File: config.mk
export PLATFORM = sky130hd
export DESIGN_NAME = ikaopm_slotgen
export DESIGN_NICKNAME = d
export VERILOG_FILES = /design/src/rtl/ikaopm_slotgen.sv
export SDC_FILE = /design/constraint.sdc
export NUM_CORES = 1
export LEC_CHECK = 0
export BUFFER_PORTS_ARGS = -buffer_cell sky130_fd_sc_hd__buf_2
export CAP_MARGIN = 30
export CORE_MARGIN = 5
export CORE_UTILIZATION = 42
export CTS_BUF_LIST = sky130_fd_sc_hd__clkbuf_8
export DETAILED_ROUTE_END_ITERATION = 8
export PLACE_DENSITY = 0.69
export SLEW_MARGIN = 20
export SYNTH_ARGS = -nofsm -noshare
export SYNTH_HDL_FRONTEND = slang
export SYNTH_SLANG_ARGS = --single-unit
File: constraint.sdc
create_clock -name i_EMUCLK -period 8.5 [get_ports i_EMUCLK]
set_input_delay 0.85 -clock i_EMUCLK [delete_from_list [all_inputs] [get_ports i_EMUCLK]]
set_output_delay 0.85 -clock i_EMUCLK [all_outputs]
set_load 0.1 [all_outputs]
File: src/rtl/ikaopm_slotgen.sv
`default_nettype none
// +--------------------------------------------------------------------------+
// | ikaopm_slotgen: phi1/reset/slot timing with programmable decode taps     |
// | Revision: 1.0                                                            |
// +--------------------------------------------------------------------------+
module ikaopm_slotgen #(
  parameter int SLOT_BITS   = 5,
  parameter int SYNC_STAGES = 4,
  parameter int PHI_DIV     = 2,
  parameter int NUM_TAPS    = 8,
  parameter int SH_DELAY    = 5,
  localparam int ADDR_W     = (NUM_TAPS > 1) ? $clog2(NUM_TAPS) : 1,
  localparam int TAP_W      = SLOT_BITS + 2
) (
  input  logic                 i_EMUCLK,
  input  logic                 i_RST,
  input  logic                 i_IC_n,
  input  logic                 i_phiM_PCEN_n,
  output logic                 o_MRST_n,
  output logic                 o_phi1,
  output logic                 o_phi1_PCEN_n,
  output logic                 o_phi1_NCEN_n,
  output logic [SLOT_BITS-1:0] o_SLOT,
  output logic                 o_FRAME,
  input  logic                 i_TAP_WR,
  input  logic [ADDR_W-1:0]    i_TAP_ADDR,
  input  logic [TAP_W-1:0]     i_TAP_DATA,
  output logic                 o_TAP_PEND,
  output logic [NUM_TAPS-1:0]  o_TAP,
  output logic                 o_SH1,
  output logic                 o_SH2
);

  localparam int PHI_W = $clog2(PHI_DIV);
  localparam logic [PHI_W-1:0]     c_P_LAST   = PHI_W'(PHI_DIV - 1);
  localparam logic [PHI_W-1:0]     c_P_FALL   = PHI_W'(PHI_DIV / 2 - 1);
  localparam logic [PHI_W-1:0]     c_P_HALF   = PHI_W'(PHI_DIV / 2);
  localparam logic [SLOT_BITS-1:0] c_SLOT_MAX = '1;
  localparam logic [SLOT_BITS-1:0] c_MIRROR   = {1'b1, {(SLOT_BITS-1){1'b0}}};

  logic                   w_phim_en, w_pcen, w_ncen, w_commit, w_wr_any;
  logic                   w_sh1, w_sh2;
  logic [SYNC_STAGES-1:0] r_sr;
  logic                   r_negedge;
  logic [PHI_W-1:0]       r_phase;
  logic                   r_mrst_n, r_frame, r_pend, r_sh1, r_sh2;
  logic [SLOT_BITS-1:0]   r_slot;
  logic [NUM_TAPS-1:0]    r_tap, w_tap_hit, w_wr_sel;
  logic [SH_DELAY-1:0]    r_sh1_sr, r_sh2_sr;
  logic [TAP_W-1:0]       r_shadow [NUM_TAPS];
  logic [TAP_W-1:0]       r_active [NUM_TAPS];

  assign w_phim_en = ~i_phiM_PCEN_n;
  // The negedge flag swallows one phi1 edge pair so phi1 restarts at phase 0.
  assign w_pcen    = w_phim_en & ~r_negedge & (r_phase == c_P_LAST);
  assign w_ncen    = w_phim_en & ~r_negedge & (r_phase == c_P_FALL);
  assign w_commit  = w_ncen & (r_slot == c_SLOT_MAX);
  assign w_sh1     = (r_slot[SLOT_BITS-1:SLOT_BITS-2] == 2'b01);
  assign w_sh2     = (r_slot[SLOT_BITS-1:SLOT_BITS-2] == 2'b11);
  assign w_wr_any  = |w_wr_sel;

  always_ff @(posedge i_EMUCLK or posedge i_RST) begin
    if (i_RST) begin
      r_sr      <= '0;
      r_negedge <= 1'b0;
      r_phase   <= '0;
    end else if (w_phim_en) begin
      r_sr[0] <= i_IC_n;
      for (int i = 1; i < SYNC_STAGES; i++) r_sr[i] <= r_sr[i-1];
      r_negedge <= ~r_sr[SYNC_STAGES-2] & r_sr[SYNC_STAGES-1];
      if (r_negedge || (r_phase == c_P_LAST)) r_phase <= '0;
      else                                    r_phase <= r_phase + PHI_W'(1);
    end
  end

  always_comb begin
    w_wr_sel  = '0;
    w_tap_hit = '0;
    for (int k = 0; k < NUM_TAPS; k++) begin
      w_wr_sel[k]  = i_TAP_WR & (i_TAP_ADDR == ADDR_W'(k));
      w_tap_hit[k] = r_mrst_n & r_active[k][TAP_W-1] &
                     ((r_slot == r_active[k][SLOT_BITS-1:0]) |
                      (r_active[k][SLOT_BITS] &
                       (r_slot == (r_active[k][SLOT_BITS-1:0] ^ c_MIRROR))));
    end
  end

  always_ff @(posedge i_EMUCLK or posedge i_RST) begin
    if (i_RST) begin
      r_mrst_n <= 1'b0;
      r_slot   <= '0;
      r_frame  <= 1'b0;
      r_tap    <= '0;
      r_sh1_sr <= '0;
      r_sh2_sr <= '0;
      r_sh1    <= 1'b0;
      r_sh2    <= 1'b0;
    end else if (w_ncen) begin
      r_mrst_n <= r_sr[SYNC_STAGES-2];
      r_slot   <= r_mrst_n ? r_slot + SLOT_BITS'(1) : '0;
      r_frame  <= (r_slot == c_SLOT_MAX);
      r_tap    <= w_tap_hit;
      r_sh1_sr[0] <= w_sh1;
      r_sh2_sr[0] <= w_sh2;
      for (int i = 1; i < SH_DELAY; i++) begin
        r_sh1_sr[i] <= r_sh1_sr[i-1];
        r_sh2_sr[i] <= r_sh2_sr[i-1];
      end
      r_sh1 <= r_sh1_sr[SH_DELAY-1] & r_mrst_n;
      r_sh2 <= r_sh2_sr[SH_DELAY-1] & r_mrst_n;
    end
  end

  // A write coinciding with commit lands in the shadow only, so it stays pending.
  always_ff @(posedge i_EMUCLK or posedge i_RST) begin
    if (i_RST) begin
      for (int k = 0; k < NUM_TAPS; k++) begin
        r_shadow[k] <= '0;
        r_active[k] <= '0;
      end
      r_pend <= 1'b0;
    end else begin
      for (int k = 0; k < NUM_TAPS; k++) begin
        if (w_wr_sel[k]) r_shadow[k] <= i_TAP_DATA;
        if (w_commit)    r_active[k] <= r_shadow[k];
      end
      if (w_commit)      r_pend <= w_wr_any;
      else if (w_wr_any) r_pend <= 1'b1;
    end
  end

  assign o_MRST_n      = r_mrst_n;
  assign o_phi1        = (r_phase < c_P_HALF);
  assign o_phi1_PCEN_n = ~w_pcen;
  assign o_phi1_NCEN_n = ~w_ncen;
  assign o_SLOT        = r_slot;
  assign o_FRAME       = r_frame;
  assign o_TAP_PEND    = r_pend;
  assign o_TAP         = r_tap;
  assign o_SH1         = r_sh1;
  assign o_SH2         = r_sh2;

endmodule
`default_nettype wire

==> flow_metrics.tcl, run 1 <==
set metrics [dict create \
    status "finished, final reports clean" \
    core.rowCount 44 \
    end_kind "primary output" \
    p_sw_share_pct 32.8 \
    worstPathRequired_ns 7.65 \
    synth.ff_latch_count 146 \
    utilization_pct 47.2 \
    cts_resized 0 \
    layout_common_cells "dfrtp_1 (146), mux2_2 (98), nand2_1 (56)" \
    fmax_mhz 287 \
    fin_crit_ns 3.48 \
    drt_iter0_drc 207 \
    grt_pass1_vias 3426 \
    worstPathCellList "buf_2, nor3_4, inv_2, buf_2" \
    area_growth_pct 10.7 \
    fin_skew_ns 0.00824 \
    antenna_left 0 \
    p_switching_w 0.000552 \
    syn-num-nets 459 \
    seq_power_share_pct 52.7 \
    wl_per_cell_um 18.0 \
    hold_viol_final 0 \
    drc 0 \
    synth_compound_area_share_pct 2.74 \
    vdd_drop_max_uv 131 \
    muxShareOfSynthArea_pct 22.3 \
    ys_types 32 \
    p_int_w 0.00113 \
    grt_pass1_wl_um 19400 \
    yosysWarnings 0 \
    yosys.area_share.simple_pct 7.28 \
    post_cts.repair.setup_buffers 0 \
    cts.sinks 146 \
    power.total_w 0.00168 \
    grt_start_max_net_pins 79 \
    critPathMaxFanout 37 \
    layout.cells.non_filler 672 \
    power_density_mw_per_mm2 247 \
    crit_arrival_ns 2.63 \
    io_buffers 35 \
    root_buffer "clkbuf_8" \
    gp_congestion 0.754 \
    cts-htree-levels 4 \
    coreArea_mm2 0.0145 \
    preCtsSetupSlack_ns 5.00 \
    combPwrFrac_pct 19.3 \
    cp_slowest_cell "nor3_4" \
    chipWidth_um 131 \
    finalSetupViolCount 0 \
    fin_crit_sh_pct 40.9 \
    worstSkewPairLatency_ns 0.44 \
    crit_top_cell "buf_2" \
    clockBufferDepth 2 \
    synthAdderAreaFrac_pct 0.405 \
    yosysSeqAreaShare_pct 59.2 \
    dpl.hpwl_um 7400 \
    cts_buffers 17 \
    cpPeakStageDelay_ns 0.67 \
    hold_buffers 0 \
    antenna_found_initial 2 \
    synth_cells 442 \
    gr-total-overflow 0 \
    finalWorstSetupSlack_ns 5.02 \
    layout.cells.most_common "dfrtp_1" \
    cts_tree "built" \
    synth_top_family_by_area "multiplexers" \
    via_count 3475 \
    start_kind "input pin" \
    grt_use_total_pct 14.5 \
    clockPowerShare_pct 28.0 \
    synthesis.area_mm2 0.00617 \
    drv_slew 0 \
    maxCapViolCount 0 \
    num_antenna_cells 0 \
    yosys.area_share.xor_xnor_pct 5.67 \
    power.leakage_nw 3.26 \
    wl_um 12100 \
    tns_ns 0 \
    start_util_pct 42.6 \
    dp_cells 639 \
    tightest_slew_ns 0.870 \
    path_class "in2out" \
    layout.nets 492 \
    rsz0062_at_grt "no" \
    firstDrtPassIters 4 \
    drive_above_1_share_pct 38.9 \
    dieHeight_um 131 \
    hold_class "reg2reg" \
    maxSlewHeadroom_pct 42.0 \
    pin_count 36 \
    die_area_mm2 0.0172 \
    vias_per_cell 5.17 \
    path_clk_slew_ns 0.07 \
    avgSynthCellArea_um2 14.0 \
]
path summary, 6_finish.rpt:
| path | startpoint | end | slack, ns | cells after the start |
|---|---|---|---|---|
| max in group asynchronous | i_RST | r_active[40]$_DFFE_PP0P_ | 6.94 | 4 |
| hold reg to reg | r_sh1_sr[0]$_DFFE_PP0P_ | r_sh1_sr[1]$_DFFE_PP0P_ | 0.47 | 2 |
| setup reg to reg | o_SLOT[0]$_DFFE_PP0P_ | r_active[22]$_DFFE_PP0P_ | 5.81 | 6 |
| setup / recovery | i_phiM_PCEN_n | o_phi1_NCEN_n | 5.02 | 4 |
| min in group asynchronous | i_RST | r_sr[0]$_DFFE_PP0N_ | 0.52 | 2 |
| hold / removal | r_sh1_sr[0]$_DFFE_PP0P_ | r_sh1_sr[1]$_DFFE_PP0P_ | 0.47 | 2 |
cells by family (layout without fill, tap and decap cells):
group	count (synthesis)	after routing
AOI/OAI and AO/OA	22	22
and+or+nand+nor	89	89
xor gates and xnor gates	40	40
adders and majority gates	2	2
muxes	116	116
DFF	146	146
buffers and inverters	27	73
power groups by stage:
stage | logic, W | clock network (W) | registers, W
after floorplan | 0.000238 | 0 | 0.000906
after global placement | 0.000320 | 0 | 0.000895
after detailed placement | 0.000329 | 0 | 0.000903
after CTS | 0.000329 | 0.000484 | 0.000889
after global routing | 0.000355 | 0.000513 | 0.000902
final | 0.000326 | 0.000471 | 0.000888
registers in the layout, indices dropped and copies added, names as in the netlist, 4 cells and up:
register	flops
r_sh2_sr	5
r_shadow	56
r_sh1_sr	5
r_sr	4
r_active	56
o_SLOT	5
o_TAP	8
Yosys cell counts:
cell type / count / area (um^2)
dfrtp_1: 146 / 3650
mux2_2: 98 / 1100
nand2_1: 57 / 214
xnor2_1: 40 / 350
mux2_4: 18 / 270
buf_2: 14 / 70.1
nand3_1: 14 / 70.1
o2111ai_1: 8 / 70.1
o31ai_1: 8 / 60.1
clkbuf_1: 5 / 18.8
buf_6: 4 / 45.0
nand4b_1: 4 / 35.0
o21ai_0: 3 / 15.0
and3_1: 2 / 12.5
ha_1: 2 / 25.0
inv_1: 2 / 7.51
nor3_2: 2 / 20.0
a21o_1: 1 / 7.51
a22o_1: 1 / 8.76
and2_1: 1 / 6.26
buf_4: 1 / 7.51
inv_2: 1 / 3.75
nand2b_4: 1 / 13.8
nand3b_1: 1 / 7.51
nand4_1: 1 / 6.26
nor2_1: 1 / 3.75
nor2b_1: 1 / 6.26
nor3_4: 1 / 16.3
nor3b_2: 1 / 12.5
nor3b_4: 1 / 18.8
o211ai_1: 1 / 7.51
or3_1: 1 / 6.26
final cells by class:
class	count	area, um^2
clock buffer	22	303
clock inverter	10	43.8
fill	1273	7640
inverter	3	16.3
multi-input combinational	269	2370
sequential	146	3650
tap	184	230
timing repair buffer	38	218
per-layer routing:
layer / GRT usage [%] / share of wire (%)
met1: 20.0 / 47
met2: 21.9 / 47
met3: 4.63 / 4.5
met4: 4.50 / 1.3
met5: 0 / 0.12
stage by stage:
step	hold WS (ns)	cell area, um^2
after detailed placement	0.456	6460
after global placement	0.447	6460
after global routing	0.495	6830
after floorplan	0.439	6170
final	0.469	6830
after CTS	0.470	6810
worst max-delay path: cells and delay by family:
kind	cells	cell delay (ns)
buf+inv	3	1.08
simple gates	1	0.67
Note: power is estimated with default switching activity, not from simulation.
==> run 2, diff against run 1 <==
- ABC_AREA: unset -> 1
- PLACE_DENSITY: 0.69 -> 0.71
- clock period: 8.5 -> 3.1 ns (I/O delays scaled with it)
==> flow_metrics.tcl, run 2 <==
set metrics [dict create \
    antenna_found_initial 0 \
    ys_types 19 \
    final_area_mm2 0.00705 \
    synth.ff_latch_count 146 \
    dieHeight_um 132 \
    cpPeakStageDelay_ns 0.49 \
    fmax_mhz 482 \
    drive_above_1_share_pct 10.5 \
    coreArea_mm2 0.0145 \
    tightest_slew_ns 0.564 \
    worstSkewPairLatency_ns 0.45 \
    yosysSeqAreaShare_pct 58.5 \
    wl_um 13900 \
    grt_use_total_pct 16.8 \
    end_kind "primary output" \
    status "finished, final reports clean" \
    clockPowerShare_pct 33.8 \
    wl_per_cell_um 14.1 \
    clockBufferDepth 2 \
    chipWidth_um 132 \
    area_growth_pct 12.8 \
    gp_congestion 0.851 \
    cp_slowest_cell "buf_2" \
    yosysMostFrequentCell "nand2_1" \
    maxSlewHeadroom_pct 62.3 \
    worstPathRequired_ns 2.79 \
    yosys.area_share.xor_xnor_pct 0 \
    firstDrtPassIters 5 \
    avgSynthCellArea_um2 8.23 \
    hold_viol_final 0 \
    synthesis.area_mm2 0.00624 \
    yosys.area_share.simple_pct 22.9 \
    async_flop_share_pct 100 \
    critPathBufInv 3 \
    p_int_w 0.00338 \
    root_buffer "clkbuf_8" \
    cp_top_family "buffers and inverters" \
    synthAdderAreaFrac_pct 0.401 \
    antenna_left 0 \
    path_class "reg2out" \
    synth.top_cell.area_share_pct 58.5 \
    grt_start_max_net_pins 83 \
    via_count 4796 \
    synthTopCellsByCount "nand2_1 (313), dfrtp_1 (146), o21ai_0 (73)" \
    gr-total-overflow 0 \
    seq_power_share_pct 46.6 \
    synth_cells 759 \
    drc 0 \
    vias_per_cell 4.84 \
    fin_skew_ns 0.00670 \
    netlist.top_cell.by_area "dfrtp_1" \
    fill_cells 1418 \
    finalSetupViolCount 0 \
    dpl.hpwl_um 9240 \
    cts.sinks 146 \
    cts-htree-levels 4 \
    drt_iter0_drc 405 \
    pin_count 36 \
    synth_compound_area_share_pct 10.3 \
    preCtsSetupSlack_ns 1.13 \
    layout_common_cells "nand2_1 (313), dfrtp_1 (146), o21ai_0 (73)" \
    finalWorstSetupSlack_ns 1.02 \
    yosys_most_used_dff "dfrtp_1" \
    hold_class "in2reg" \
    rsz0062_at_grt "no" \
    die_area_mm2 0.0174 \
    p_switching_w 0.00156 \
    synth_top_family_by_area "simple AND/OR/NAND/NOR gates" \
    combPwrFrac_pct 19.6 \
    dpl_cell_area_mm2 0.00657 \
    synth-edff-count 0 \
    core.rowCount 44 \
    power.leakage_nw 3.60 \
    path_clk_slew_ns 0.08 \
    grt_pass1_vias 4578 \
    critPathMaxFanout 28 \
    io_buffers 35 \
    fin_crit_ns 2.08 \
    layout.nets 811 \
    layout.cells.non_filler 991 \
    utilization_pct 48.5 \
    muxShareOfSynthArea_pct 0 \
    start_util_pct 43.0 \
    p_sw_share_pct 31.6 \
    maxCapViolCount 0 \
    grt_pass1_wl_um 23600 \
    fin_crit_sh_pct 66.9 \
    cts_tree "built" \
    yosysWarnings 0 \
    vdd_drop_max_uv 327 \
    syn-num-nets 776 \
    crit_arrival_ns 1.77 \
    power_density_mw_per_mm2 701 \
    tns_ns 0 \
    ys_top_cells_by_area "dfrtp_1 (59%), nand2_1 (19%), o21ai_0 (5.9%)" \
    worstPathCellList "inv_1, nand2_2, buf_4, buf_2" \
    layout.cells.most_common "nand2_1" \
    num_antenna_cells 0 \
    cts_buffers 17 \
    dp_cells 957 \
    drv_slew 0 \
    start_kind "flop" \
]
==> run 2: changes by cell type in the layout (fill, tap and decap cells not counted), sizes merged, moves of 5 or more <==
cell / delta
nand2: +258
mux2: -116
o21ai: +110
inv: +65
nor2: +41
xnor2: -40
a21oi: +16
buf: +8
o2111ai: -8
o31ai: -8
clkinv: +5
==> run 2: metal layers <==
metal  global-route usage [%]  share of wire (%)  vias to the layer above
li1                         -                  -                     2413
met2                     24.3                 44                      114
met3                     4.47                4.8                       12
met5                        0                  0                        -
met4                     4.29               0.99                        0
met1                     25.2                 50                     2257
==> run 2: final timing paths <==
check,cells past startpoint,from,slack (ns),endpoint
setup / recovery,4,r_phase$_DFFE_PP0N_,1.02,o_phi1_NCEN_n
min in group asynchronous,4,i_RST,0.54,r_shadow[50]$_DFFE_PP0P_
setup reg to reg,9,o_SLOT[3]$_DFFE_PP0P_,1.11,r_active[30]$_DFFE_PP0P_
max in group asynchronous,4,i_RST,2.18,r_shadow[4]$_DFFE_PP0P_
hold reg to reg,2,r_shadow[40]$_DFFE_PP0P_,0.47,r_active[40]$_DFFE_PP0P_
hold / removal,3,i_TAP_WR,0.07,o_TAP_PEND$_DFFE_PP0P_
==> run 2: worst register-to-register path, cell delays in order, from the launching register on <==
cell	delay [ns]
dfrtp_1	0.33
buf_4	0.18
clkinv_1	0.25
nor2_1	0.17
ha_1	0.17
nand2_2	0.06
inv_2	0.27
buf_12	0.29
nand2_1	0.11
o21ai_1	0.09
==> run 2: timing repair <==
item / 4_1_cts / 5_1_grt
hold buffers: 1 / 0
setup buffers: 0 / 0
gates resized for setup: 0 / 0
endpoints found under the hold margin: 63 / 0
==> run 2: final cells by class <==
type / count / area [um^2] / share of cell area [%]
sequential: 146 / 3650 / 51.9
multi-input combinational: 503 / 2100 / 29.8
timing repair buffer: 47 / 305 / 4.33
clock buffer: 22 / 303 / 4.30
inverter: 79 / 303 / 4.30
tap: 184 / 230 / 3.27
clock inverter: 10 / 153 / 2.17
==> run 2: logic make-up after synthesis <==
logic type,count (synthesis)
buffers and inverters,110
flip-flops,146
adder cells (fa/ha/maj),2
AND/OR/NAND/NOR,372
AO/OA/AOI/OAI,129
==> run 2: power groups by stage <==
| stage | Combinational (W) | Clock, W | Sequential [W] |
|---|---|---|---|
| after floorplan | 0.000552 | 0 | 0.00249 |
| after global placement | 0.000949 | 0 | 0.00233 |
| after detailed placement | 0.000967 | 0 | 0.00234 |
| after CTS | 0.000972 | 0.00170 | 0.00230 |
| after global routing | 0.00108 | 0.00180 | 0.00234 |
| final | 0.000966 | 0.00167 | 0.00230 |
==> run 2: stage by stage <==
step	hold WS (ns)	total power, W
after floorplan	0.417	0.00304
after global placement	0.451	0.00328
after detailed placement	0.456	0.00330
after CTS	0.0516	0.00497
after global routing	0.0403	0.00521
final	0.0701	0.00494
